**config.mk**
```make
export PLATFORM = sky130hd
export DESIGN_NAME = ahb_two_master_arbiter
export DESIGN_NICKNAME = d
export VERILOG_FILES = /design/src/rtl/ahb_two_master_arbiter.sv
export SDC_FILE = /design/constraint.sdc
export NUM_CORES = 1
export LEC_CHECK = 0
export ABC_AREA = 0
export CAP_MARGIN = 20
export CELL_PAD_IN_SITES_DETAIL_PLACEMENT = 0
export CELL_PAD_IN_SITES_GLOBAL_PLACEMENT = 1
export CORE_MARGIN = 4
export CORE_UTILIZATION = 11
export DETAILED_ROUTE_END_ITERATION = 8
export PLACE_DENSITY = 0.82
export SLEW_MARGIN = 0
export SYNTH_ARGS = -nofsm -noshare
export SYNTH_HDL_FRONTEND = slang
export SYNTH_SLANG_ARGS = --single-unit
```
**constraint.sdc**
```tcl
create_clock -name Hclk -period 3.15 [get_ports Hclk]
set_input_delay 0.315 -clock Hclk [delete_from_list [all_inputs] [get_ports Hclk]]
set_output_delay 0.315 -clock Hclk [all_outputs]
set_load 0.01 [all_outputs]
```
**src/rtl/ahb_two_master_arbiter.sv**
```systemverilog
// Two-master AHB-lite arbiter in front of the AHB-to-APB bridge slave port.
// Default build is two-way round-robin; define ARB_FIXED_PRIO_EN for fixed priority to master 0.
module ahb_two_master_arbiter #(
   parameter int ADDR_W = 32,
   parameter int DATA_W = 32
) (
   input  logic              Hclk,
   input  logic              Hreset,
   input  logic              Hbusreq0,
   input  logic              Hbusreq1,
   input  logic [1:0]        Htrans0,
   input  logic [1:0]        Htrans1,
   input  logic [ADDR_W-1:0] Haddr0,
   input  logic [ADDR_W-1:0] Haddr1,
   input  logic              Hwrite0,
   input  logic              Hwrite1,
   input  logic [DATA_W-1:0] Hwdata0,
   input  logic [DATA_W-1:0] Hwdata1,
   input  logic              Hreadyout,
   output logic              Hgrant0,
   output logic              Hgrant1,
   output logic              Hmaster,
   output logic [1:0]        Htrans,
   output logic [ADDR_W-1:0] Haddr,
   output logic              Hwrite,
   output logic [DATA_W-1:0] Hwdata,
   output logic              Hreadyin
);

   localparam logic [1:0] TRANS_IDLE = 2'b00;

   typedef enum logic {
      OWN0 = 1'b0,
      OWN1 = 1'b1
   } arb_state_e;

   arb_state_e state_q, state_d;
   logic       data_owner_q, data_owner_d;
   logic [1:0] owner_trans;
   logic       owner_req;
   logic       other_req;
   logic       arb_point;

   always_ff @(posedge Hclk or negedge Hreset) begin
      if (!Hreset) begin
         state_q      <= OWN0;
         data_owner_q <= 1'b0;
      end else begin
         state_q      <= state_d;
         data_owner_q <= data_owner_d;
      end
   end

   always_comb begin
      owner_trans  = (state_q == OWN1) ? Htrans1 : Htrans0;
      owner_req    = (state_q == OWN1) ? Hbusreq1 : Hbusreq0;
      other_req    = (state_q == OWN1) ? Hbusreq0 : Hbusreq1;
      // Burst beats and wait states keep the bus locked to the current owner.
      arb_point    = Hreadyout && ((owner_trans == TRANS_IDLE) || !owner_req);
      state_d      = state_q;
      data_owner_d = data_owner_q;

`ifdef ARB_FIXED_PRIO_EN
      if (arb_point) begin
         if (Hbusreq0) begin
            state_d = OWN0;
         end else if (Hbusreq1) begin
            state_d = OWN1;
         end
      end
`else
      if (arb_point && other_req) begin
         state_d = (state_q == OWN0) ? OWN1 : OWN0;
      end
`endif

      // The address phase accepted on this edge becomes the data phase being tracked.
      if (Hreadyout) begin
         data_owner_d = (state_q == OWN1);
      end
   end

   assign Hmaster  = (state_q == OWN1);
   assign Hgrant0  = (state_q == OWN0);
   assign Hgrant1  = (state_q == OWN1);
   assign Htrans   = !Hreset ? TRANS_IDLE : (Hmaster ? Htrans1 : Htrans0);
   assign Haddr    = Hmaster ? Haddr1 : Haddr0;
   assign Hwrite   = Hmaster ? Hwrite1 : Hwrite0;
   assign Hwdata   = data_owner_q ? Hwdata1 : Hwdata0;
   assign Hreadyin = Hreadyout;

endmodule

```
==> impl_metrics.py <==
metrics = {
    "sta": {
        "skew_ps": 3.33,
        "finalMaxSlewViolations": 0,
        "fmax_ghz": 0.412,
        "grt_setup_unrepaired": "false",
        "min_period_over_period_pct": 77.1,
        "tightest_slew_ps": 956,
        "setup_viol": 0,
        "period_needed_ps": 2430,
        "relSlewSlack_pct": 36.3,
        "setup_tns_ps": 0,
        "hold_viol_final": 0,
    },
    "global_route": {
        "antenna_found_initial": 0,
        "grt_pass1_wl_microns": 7690,
        "first_global_vias": 1666,
        "grtUsageTotal_pct": 9.40,
        "grt_overflow": 0,
        "grt_max_degree": 43,
    },
    "placement": {
        "dp_hpwl_microns": 5230,
        "io_buffer_count": 209,
        "placed_area_sq_um": 3150,
        "gp_congestion": 0.725,
    },
    "yosys": {
        "synth.avg_cell_area_sq_um": 11.3,
        "yosys_register_bits": 2,
        "synth_area_sq_um": 991,
        "yosysWarnings": 0,
        "netlist_instances": 88,
        "yosysSeqAreaShare_pct": 5.05,
        "syn_nets": 227,
        "synthDistinctLibCells": 14,
    },
    "cts": {
        "clock-sinks": 2,
        "post_cts_buffers": 0,
        "ctsHoldBuffers": 0,
        "cts_made_buffers": 3,
        "clk_pin_slew_ps": 30,
        "cts_resized": 0,
        "root_buffer": "clkbuf_8",
        "cts.path.max_buffers": 2,
        "tritoncts": "done",
        "cts.htree.levels": 1,
        "insertion_delay_ps": 210,
    },
    "setup_path": {
        "reg2reg_from": "Hgrant1",
        "slowest_delay_ps": 970,
        "startpoint_type": "flop",
        "slowest_stage": "dfrtp_2",
        "path_cells": "mux2_2 > clkdlybuf4s50_1",
        "reg2reg_depth": 2,
        "crit_required_ps": 2830,
        "regToRegEndpoint": "Hgrant1",
        "cp.arrival_ps": 2110,
        "critPathCaptureType": "output port",
        "r2r_setup_slack_ps": 1450,
        "worst-setup-path-type": "flop to output port",
        "cp_max_fo": 42,
    },
    "flow_run": {
        "maxCapViolCount": 0,
    },
    "final_layout": {
        "finalInstanceArea_sq_um": 3190,
        "syn2layout_area_growth_pct": 222,
        "antennaDiodeCount": 0,
        "nets": 432,
        "drive_gt1_share_pct": 24.3,
    },
    "detailed_routing": {
        "routed_via_density": 3.97,
        "drt_iter0_drc": 6,
        "routedWlPerCell_microns": 14.8,
        "routed_wl_microns": 5930,
        "firstDrtPassIters": 3,
        "vias": 1589,
        "ant_nets": 0,
        "drc": 0,
    },
    "worst_hold_path": {
        "hold_path.class": "primary input to asynchronous set/reset pin",
    },
    "floorplanning": {
        "ios": 210,
        "initial_utilization_pct": 11.3,
        "die_w_microns": 103,
        "die_height_microns": 103,
        "core_sq_um": 8760,
        "rows": 34,
        "design.die.area_sq_um": 10600,
    },
    "pwr": {
        "ir_drop_mv": 0.126,
        "power_density_nw_per_um2": 359,
        "p_leak_nw": 1.22,
    },
    "run_status": {
        "status": "complete, no violations",
    },
}
==> critical path, delay by kind of cell (launching register included) <==
family / cells / cell delay, ps
buffers and inverters: 1 / 480
muxes: 1 / 410
DFF: 1 / 970
==> layer usage <==
| metal | vias to the layer above | track usage [%] | part of all wire [%] |
|---|---|---|---|
| li1 | 736 | - | - |
| met4 | 0 | 1.49 | 0.39 |
| met1 | 702 | 8.08 | 29 |
| met3 | 4 | 5.55 | 21 |
| met5 | - | 0 | 0 |
| met2 | 147 | 18.7 | 50 |
==> placed cells by master, fill, tap and decap left out <==
cell type        instances
clkdlybuf4s50_1        209
mux2_2                  58
mux2_4                   8
clkbuf_8                 3
mux2i_1                  2
nor2b_1                  2
dfrtp_2                  1
inv_1                    1
o21ai_0                  1
and3b_1                  1
o211a_1                  1
a21boi_0                 1
a211o_1                  1
clkbuf_1                 1
dfrtp_1                  1
buf_12                   1
==> per-stage QoR <==
stage	util, %	hold slack [ps]	total power, mW	instances	setup WS (ps)
2_1_floorplan	-	19.4	0.527	88	1750
3_3_place_gp	35.9	537	1.05	396	943
3_5_place_dp	35.9	532	1.06	396	905
4_1_cts	36.4	309	1.17	400	675
5_1_grt	36.4	315	1.22	400	558
6_report	36.4	308	1.15	400	720
==> how the worst max path moves through the flow <==
stage / from / to / slack [ps] / depth (start not counted)
6_report: Hgrant1 / Haddr[2] / 720 / 2
4_1_cts: Hgrant1 / Haddr[7] / 680 / 2
2_1_floorplan: Hgrant1 / Haddr[23] / 1750 / 3
3_3_place_gp: Hgrant1 / Haddr[16] / 940 / 2
3_5_place_dp: Hgrant1 / Haddr[7] / 900 / 2
5_1_grt: Hgrant1 / Htrans[0] / 560 / 3
==> cells by family (layout without fill, tap and decap cells) <==
family,Yosys count,in the layout,synth area share [%]
buffers and inverters,11,215,9.59
DFF,2,2,5.05
and+or+nand+nor,3,3,2.15
muxes,68,68,80.1
AOI/OAI and AO/OA,4,4,3.16
==> cell type report <==
type	count	area [sq um]
Fill cell	873	5570
Multi-Input combinational cell	75	846
Timing Repair Buffer	210	2110
Clock buffer	4	45.0
Sequential cell	2	51.3
Inverter	1	3.75
Tap cell	108	135
==> sequential cells by signal (all words and copies together), names as in the netlist <==
signal        count
data_owner_q      1
Hgrant1           1
==> synthesized netlist by cell type <==
cell type / instances / area share (%)
a21boi_0: 1 / 0.76
nor2b_1: 2 / 1.3
inv_1: 1 / 0.38
mux2_2: 58 / 66
a211o_1: 1 / 0.88
dfrtp_1: 2 / 5.1
buf_6: 5 / 5.7
mux2_4: 8 / 12
o211a_1: 1 / 1.0
buf_2: 1 / 0.50
buf_4: 4 / 3.0
and3b_1: 1 / 0.88
mux2i_1: 2 / 2.0
o21ai_0: 1 / 0.50
==> report_power, final <==
part | leakage [nW] | switching, mW | total (mW) | internal, mW
clock network | 0.0228 | 0.0215 | 0.107 | 0.0859
logic | 1.18 | 0.267 | 0.933 | 0.666
registers | 0.0216 | 0.0747 | 0.107 | 0.0324
No activity file was read; power rests on OpenSTA's default activity.
